### config.mk
export PLATFORM = sky130hd
export DESIGN_NAME = cmp_unit_iter
export DESIGN_NICKNAME = d
export VERILOG_FILES = /design/src/rtl/cmp_unit_iter.sv
export SDC_FILE = /design/constraint.sdc
export NUM_CORES = 1
export LEC_CHECK = 0
export BUFFER_PORTS_ARGS = -buffer_cell sky130_fd_sc_hd__buf_2
export CORE_MARGIN = 1
export CORE_UTILIZATION = 47
export DETAILED_ROUTE_END_ITERATION = 8
export PLACE_DENSITY = 0.73
export SLEW_MARGIN = 10
export SYNTH_ARGS = -nofsm -noshare
export SYNTH_HDL_FRONTEND = slang
export SYNTH_SLANG_ARGS = --single-unit
export TNS_END_PERCENT = 100
### constraint.sdc
create_clock -name CLK -period 2.71 [get_ports CLK]
set_clock_uncertainty 0.05 [all_clocks]
set_input_delay 0.542 -clock CLK [delete_from_list [all_inputs] [get_ports CLK]]
set_output_delay 0.542 -clock CLK [all_outputs]
set_load 0.05 [all_outputs]
### src/rtl/cmp_unit_iter.sv
// -----------------------------------------------------------------------------
// cmp_unit_iter
// Iterative magnitude compare for the ALU. The captured operands are walked one
// DIGIT-bit slice per cycle, starting at the most significant slice. The walk
// stops at the first slice that differs, or after the last slice when all are
// equal. Start/ready/flag handshake; the result codes follow the ALU compare
// encoding (EQ=1, GT=2, LT=3, anything else 0).
//
// Optional feature macro: CMP_SIGNED_EN
//   When defined, a CMP_Signed input is added. With CMP_Signed=1 the operand
//   MSBs are inverted at capture, so the unsigned slice walk gives a two's
//   complement compare.
// -----------------------------------------------------------------------------
module cmp_unit_iter #(
    parameter int WIDTH = 16,
    parameter int DIGIT = 4
) (
    input  logic             CLK,
    input  logic             RST,
    input  logic [WIDTH-1:0] A,
    input  logic [WIDTH-1:0] B,
    input  logic [1:0]       ALU_FUN,
    input  logic             CMP_Enable,
`ifdef CMP_SIGNED_EN
    input  logic             CMP_Signed,
`endif
    output logic             CMP_Ready,
    output logic [WIDTH-1:0] CMP_OUT,
    output logic             CMP_Flag
);

    localparam int NDIG = WIDTH / DIGIT;
    // A single slice still needs a 1-bit counter so the select logic stays uniform.
    localparam int CW   = (NDIG > 1) ? $clog2(NDIG) : 1;

    localparam logic [1:0] FUN_NOP = 2'b00;
    localparam logic [1:0] FUN_EQ  = 2'b01;
    localparam logic [1:0] FUN_GT  = 2'b10;
    localparam logic [1:0] FUN_LT  = 2'b11;

    typedef enum logic [0:0] {
        ST_IDLE = 1'b0,
        ST_RUN  = 1'b1
    } state_t;

    state_t           state_q, state_d;
    logic [CW-1:0]    cnt_q,   cnt_d;
    logic [WIDTH-1:0] a_q,     a_d;
    logic [WIDTH-1:0] b_q,     b_d;
    logic [1:0]       fun_q,   fun_d;
    logic [WIDTH-1:0] out_q,   out_d;
    logic             flag_q,  flag_d;

    logic             accept_s;
    logic [WIDTH-1:0] a_cap_s;
    logic [WIDTH-1:0] b_cap_s;
    logic [DIGIT-1:0] slice_a_s;
    logic [DIGIT-1:0] slice_b_s;
    logic             rel_gt_s;
    logic             rel_lt_s;
    logic             last_s;
    logic             decide_s;
    logic [1:0]       code_s;

    // Maps the requested function and the slice relation to the ALU result code.
    function automatic logic [1:0] cmp_code(input logic [1:0] fun,
                                            input logic       gt,
                                            input logic       lt);
        logic [1:0] code;
        case (fun)
            FUN_EQ:  code = (!gt && !lt) ? 2'd1 : 2'd0;
            FUN_GT:  code = gt ? 2'd2 : 2'd0;
            FUN_LT:  code = lt ? 2'd3 : 2'd0;
            default: code = 2'd0;
        endcase
        return code;
    endfunction

    assign accept_s = CMP_Enable && (state_q == ST_IDLE);

`ifdef CMP_SIGNED_EN
    // Flipping the sign bit turns two's complement into offset binary,
    // whose unsigned order equals the signed order.
    localparam logic [WIDTH-1:0] MSB_MASK = WIDTH'(1) << (WIDTH - 1);

    // Operand conditioning at capture for the optional signed compare.
    always_comb begin
        if (CMP_Signed) begin
            a_cap_s = A ^ MSB_MASK;
            b_cap_s = B ^ MSB_MASK;
        end else begin
            a_cap_s = A;
            b_cap_s = B;
        end
    end
`else
    assign a_cap_s = A;
    assign b_cap_s = B;
`endif

    // Select the slice currently addressed by the counter (constant-index mux).
    always_comb begin
        slice_a_s = '0;
        slice_b_s = '0;
        for (int i = 0; i < NDIG; i++) begin
            if (cnt_q == CW'(i)) begin
                slice_a_s = a_q[i*DIGIT +: DIGIT];
                slice_b_s = b_q[i*DIGIT +: DIGIT];
            end else begin
                slice_a_s = slice_a_s;
                slice_b_s = slice_b_s;
            end
        end
    end

    assign rel_gt_s = (slice_a_s > slice_b_s);
    assign rel_lt_s = (slice_a_s < slice_b_s);
    assign last_s   = (cnt_q == CW'(0));
    // NOP needs no walk; a differing slice or the last slice settles the relation.
    assign decide_s = (state_q == ST_RUN) &&
                      ((fun_q == FUN_NOP) || rel_gt_s || rel_lt_s || last_s);
    assign code_s   = cmp_code(fun_q, rel_gt_s, rel_lt_s);

    // FSM state register.
    always_ff @(posedge CLK or posedge RST) begin
        if (RST) begin
            state_q <= ST_IDLE;
        end else begin
            state_q <= state_d;
        end
    end

    // FSM next-state logic.
    always_comb begin
        state_d = state_q;
        case (state_q)
            ST_IDLE: begin
                if (accept_s) begin
                    state_d = ST_RUN;
                end else begin
                    state_d = ST_IDLE;
                end
            end
            ST_RUN: begin
                if (decide_s) begin
                    state_d = ST_IDLE;
                end else begin
                    state_d = ST_RUN;
                end
            end
            default: state_d = ST_IDLE;
        endcase
    end

    // FSM outputs: ready whenever idle, including the result-pulse cycle.
    always_comb begin
        case (state_q)
            ST_IDLE: CMP_Ready = 1'b1;
            ST_RUN:  CMP_Ready = 1'b0;
            default: CMP_Ready = 1'b0;
        endcase
    end

    // Datapath next-state: capture on accept, walk slices while running, publish result.
    always_comb begin
        cnt_d  = cnt_q;
        a_d    = a_q;
        b_d    = b_q;
        fun_d  = fun_q;
        out_d  = out_q;
        flag_d = 1'b0;
        if (accept_s) begin
            a_d   = a_cap_s;
            b_d   = b_cap_s;
            fun_d = ALU_FUN;
            cnt_d = CW'(NDIG - 1);
        end else if (decide_s) begin
            out_d  = WIDTH'(code_s);
            flag_d = 1'b1;
        end else if (state_q == ST_RUN) begin
            cnt_d = cnt_q - CW'(1);
        end else begin
            cnt_d = cnt_q;
        end
    end

    // Datapath registers; reset clears captured operands, counter and result.
    always_ff @(posedge CLK or posedge RST) begin
        if (RST) begin
            cnt_q  <= '0;
            a_q    <= '0;
            b_q    <= '0;
            fun_q  <= 2'b00;
            out_q  <= '0;
            flag_q <= 1'b0;
        end else begin
            cnt_q  <= cnt_d;
            a_q    <= a_d;
            b_q    <= b_d;
            fun_q  <= fun_d;
            out_q  <= out_d;
            flag_q <= flag_d;
        end
    end

    assign CMP_OUT  = out_q;
    assign CMP_Flag = flag_q;

endmodule

Yosys cells after proc, flatten, opt, wreduce, memory -nomap -nowiden
Cells that the tools add are included.

storage, ports and cells
  bits in read-only memories = 0
  bits in registers = 40
  bits in writable memories = 0
  logic and storage cells = 53
  output and inout bits = 18
  bits in latches = 0
  memories kept = 0

operators by class
  eq/ne operators = 7
  order comparisons = 2
  mux-type cells = 21
  multiply operators = 0
  bitwise operators = 2
  shift-type cells = 0
  reductions and logical operators = 13
  divide/modulo/power cells = 0
  add/subtract/negate cells = 1

operators by type and width
  cell                                                                 count
  4-bit 2-to-1 mux                                                     8
  2-bit 2-to-1 mux                                                     5
  2-bit == test (second input constant)                                4
  2-bit one-hot mux with 3 select lines                                1
  1-bit 2-to-1 mux                                                     5
  2-bit by 1-bit == test with 1-bit output (second input constant)     2
  4-bit greater-than comparator                                        1
  2-bit zero test                                                      2
  4-bit < comparator                                                   1
  1-bit one-hot mux with 2 select lines                                2
  2-bit AND reduction                                                  2
  1-bit logical AND                                                    3
  1-bit logical OR                                                     3
  1-bit zero test                                                      2
  2-bit inequality test (second input constant)                        1
  1-bit NOT                                                            2
  2-bit nonzero test                                                   1
  2-bit by 1-bit subtractor with 2-bit output (second input constant)  1

Depth between registers and ports, before layout
  depth in word-level cells = 12
  mapped depth = 12

Worst setup path after synthesis
Ideal clock, no wire load.

  kind = register to register
  from = register cnt_q[0]
  to = register out_q[0] (netlist: CMP_OUT[0])
  arrival = 2,366 ps
  path buffers = 1
  clock period less this slack = 2,548 ps
  stages on the path, launching flop included = 12
  required time = 2,529 ps
  slack = 162 ps
  path through = dfrtp_1 ha_1 buf_2 and3b_1 a21oi_1 o21ai_0 mux2i_1 ha_1 a21oi_2 a311oi_4 o21a_1 or3_1

on the way
  word-level cells in the longest chain between the ends = 11
  elaborated cells between the ends (all ways) = 25
  classes of those cells = order compare: 2; eq/ne: 3; mux: 11; reduce/logical: 9

RTL lines
  item                                                                    RTL line  RTL
  from (decl)                                                             47        logic [CW-1:0] cnt_q, cnt_d;
  from (signal assigned)                                                  197       cnt_q <= cnt_d;
  branches (longest 11 deep; another with 4-bit greater-than comparator)  n/a
  to (signal assigned)                                                    201       out_q <= out_d;
  to (decl)                                                               51        logic [WIDTH-1:0] out_q, out_d;

Parallel ways; which one is timed is not known.
A chain may end at the register's enable or synchronous reset.

Final worst setup path
  from = register cnt_q[1]
  to = register out_q[0] (netlist: CMP_OUT[0])

The elaborated chain is that of the path after synthesis.

==> reports/results.ini <==
[clock_network]
clock_tree.htree_level_count=2
cts.clk_slew.worst_paths_ns=0.08
clkLatencyLatePin_ns=0.29
cts_root_buf=clkbuf_8
clock_sinks=40
numCtsBuffers=5
cts_tree=yes
clockBufferDepth=2

[global_routing]
number_of_global_route_vias_before_repair=1365
grt_remaining_overflow=0
grt_antenna_before_repair=0
grt_pass1_wl_um=6200
grtUsageTotal_pct=16.4
maximum_number_of_pins_on_one_net_before_global_route_repair=41

[yosys]
synth_cell_types=34
mappedNetlistArea_um2=2110
yosys_warnings=0
yosys_register_bits=40
seq_total_area_yosys_pct=47.4
post_synth_and_or_nand_nor_area_fraction_pct=9.01
synth-compound-area-share_pct=9.48
yosys.area_share.adder_pct=4.74
syn_inst=175
synth_xor_xnor_area_share_pct=0
post_synth_mux_area_share_pct=20.5
synth_top_family_by_area=multiplexers
mean_post_synth_cell_area_um2=12.1

[die]
placeableCoreArea_um2=4320
row_cnt=24
die-area_um2=4760
top_level_ports=55
floorplan.initialDensity_pct=48.8
fp.dieH_um=69.0
width_of_the_chip_um=69.0

[worst_setup_path]
cpPeakStageDelay_ns=0.42
regToRegSetupSlack_ns=0.06
cp.required_ns=2.83
reg2reg_depth=11
critPathBufInv=2
critical-path-slowest-cell=dfrtp_2
arrival_ns=2.77
critical_path.reg2reg.startpoint=cnt_q[1]
launching_element_type_of_the_critical_path=flip-flop
max_fanout_on_critical_path=6
r2r_end=CMP_OUT[0]
critical_path.endpoint_type=flip-flop
crit_type=flip-flop to flip-flop
critPathTopFamily=compound AO/OA/AOI/OAI gates
worstPathCellList=inv_4, ha_4, buf_6, nor2b_4, a221oi_4, o31ai_1, ha_1, a21oi_2, a311oi_4, o21a_1, or3_1

[detailed_routing]
route.vias.total=1439
drt-wirelength-per-cell_um=13.4
ant_nets=0
routed_wl_um=3720
drt_pass1_iterations=4
first_iter_violations=51
routed_via_density=5.19
detail_route.drc_violations=0

[power_and_ir_drop]
worst_ir_drop_vdd_uv=341
power.static_leakage_nw=1.18
comb_power_share_pct=35.1
pwr-share-clk_pct=20.0
power.density_cell_area_nw_per_um2=732
cell_internal_pwr_mw=1.20
power_switching_share_pct=35.4
share_seq_of_total_power_pct=45.0
netSwitchingPower_mw=0.658

[timing]
hold_violation_count_in_the_final_report=0
final.period_utilization_pct=97.8
finalMaxSlewViolations=0
finalSetupViolCount=0
fmax_mhz=377
timing.slew.headroom_pct=66.6
layout_min_cycle_time_ns=2.65
rsz_0062_raised_after_global_routing=yes
tightest_slew_ns=0.501
layout_setup_ws_ns=0.0600

[place]
post-place-cells=264
detailed_place_hpwl_um=2660
dp_worst_setup_slack_ns=-0.0591
gp_routability_congestion=0.761
buffer_ports.inserted=40

[cells_and_area]
fraction_of_layout_instances_using_a_drive_strength_above_1_pct=48.9
syn_to_final_growth_pct=20.2
layout.nets=270
final_cell_count_no_fill=277
layout.cells.most_common_list=40 x buf_2, 38 x dfrtp_1, 34 x mux2_2
layout_commonest_cell=buf_2
antenna-diode-count=0

[status]
run_status=complete, no violations

[job]
maxCapViolCount=0

[min_path]
hold_class=input pin to asynchronous set/reset pin

[metrics by stage]
step | utilization, % | total power [mW] | instance area, µm² | TNS (ns) | hold slack (ns)
after floorplan | - | 1.33 | 2160 | 0 | 0.423
after global placement | 53.4 | 1.43 | 2310 | 0 | 0.443
final | 58.7 | 1.86 | 2540 | 0 | 0.317
after CTS | 55.6 | 1.83 | 2400 | 0 | 0.327
after global routing | 58.7 | 1.98 | 2540 | -0.127 | 0.365
after detailed placement | 53.4 | 1.45 | 2310 | -0.0591 | 0.446
[layout make-up]
class,count,area [µm²]
fillers,380,1790
well taps,52,65.1
repair buffers,51,294
inverters,7,31.3
clock inverters,2,12.5
multi-input cells,120,1060
clock buffers,5,68.8
flip-flops and latches,40,1000
[timing repair]
| action | in CTS | in global routing |
|---|---|---|
| resized for setup | 3 | 23 |
| setup endpoints to repair | 1 | 5 |
| pin swaps | 0 | 10 |
| hold buffers | 0 | 0 |
| setup buffers | 1 | 5 |
[worst register-to-register path, cell delays in order (launching register included)]
cell	delay, ns
dfrtp_2	0.42
inv_4	0.06
ha_4	0.18
buf_6	0.12
nor2b_4	0.20
a221oi_4	0.09
o31ai_1	0.26
ha_1	0.31
a21oi_2	0.18
a311oi_4	0.12
o21a_1	0.19
or3_1	0.33
[power by group through the flow]
stage	registers, mW	clock network, mW	logic, mW
final	0.835	0.371	0.651
after CTS	0.825	0.383	0.618
after floorplan	0.855	0	0.471
after global routing	0.854	0.405	0.719
after detailed placement	0.838	0	0.610
after global placement	0.833	0	0.598
[per-layer routing]
metal	share of wire (%)	vias to the layer above	track usage, %
li1	-	696	-
met1	48	694	22.8
met2	46	42	23.6
met3	4.5	7	3.80
met4	1.8	0	8.84
met5	0	-	0
[kinds of logic after synthesis]
| logic type | count (synthesis) |
|---|---|
| other | 1 |
| adder cells (fa/ha/maj) | 8 |
| flip-flops | 40 |
| AO/OA/AOI/OAI | 26 |
| buffers and inverters | 28 |
| multiplexers | 39 |
| AND/OR/NAND/NOR | 33 |
[sequential cells by signal, indices dropped and copies added (netlist names)]
signal / count
CMP_Flag: 1
CMP_OUT: 2
a_q: 16
b_q: 16
cnt_q: 2
fun_q: 2
state_q: 1
[worst max path at each step]
| stage | from | to | cells past startpoint |
|---|---|---|---|
| after floorplan | cnt_q[0] | CMP_OUT[0] | 11 |
| after global placement | cnt_q[0] | CMP_OUT[0] | 11 |
| after detailed placement | cnt_q[0] | CMP_OUT[0] | 10 |
| after CTS | cnt_q[1] | CMP_OUT[0] | 11 |
| after global routing | cnt_q[1] | CMP_OUT[0] | 11 |
| final | cnt_q[1] | CMP_OUT[0] | 11 |
[cell usage after synthesis]
master	number	area share [%]
ha_1	8	4.7
buf_1	1	0.18
nand4b_1	1	0.42
a21oi_2	1	0.42
mux2i_1	5	2.4
a311oi_4	1	1.2
mux2_2	34	18
a21boi_0	1	0.36
or3_1	1	0.30
inv_1	7	1.2
buf_4	14	5.0
o31ai_1	3	1.1
and3b_1	3	1.2
o21ai_0	6	1.4
nor2b_1	6	1.8
nand2_2	1	0.30
nand3b_1	3	1.1
a311oi_1	1	0.42
nor2_1	3	0.53
buf_2	2	0.47
clkbuf_1	1	0.18
conb_1	1	0.18
a221oi_1	4	1.7
dfrtp_1	40	47
nand2b_1	1	0.30
nand3_1	1	0.24
o21bai_4	1	0.89
nor3_1	2	0.47
nand2_1	9	1.6
a21oi_1	7	1.7
o21a_1	1	0.36
and4b_1	1	0.47
nand4_1	1	0.30
buf_6	3	1.6
Power figures use the tool's default switching activity.
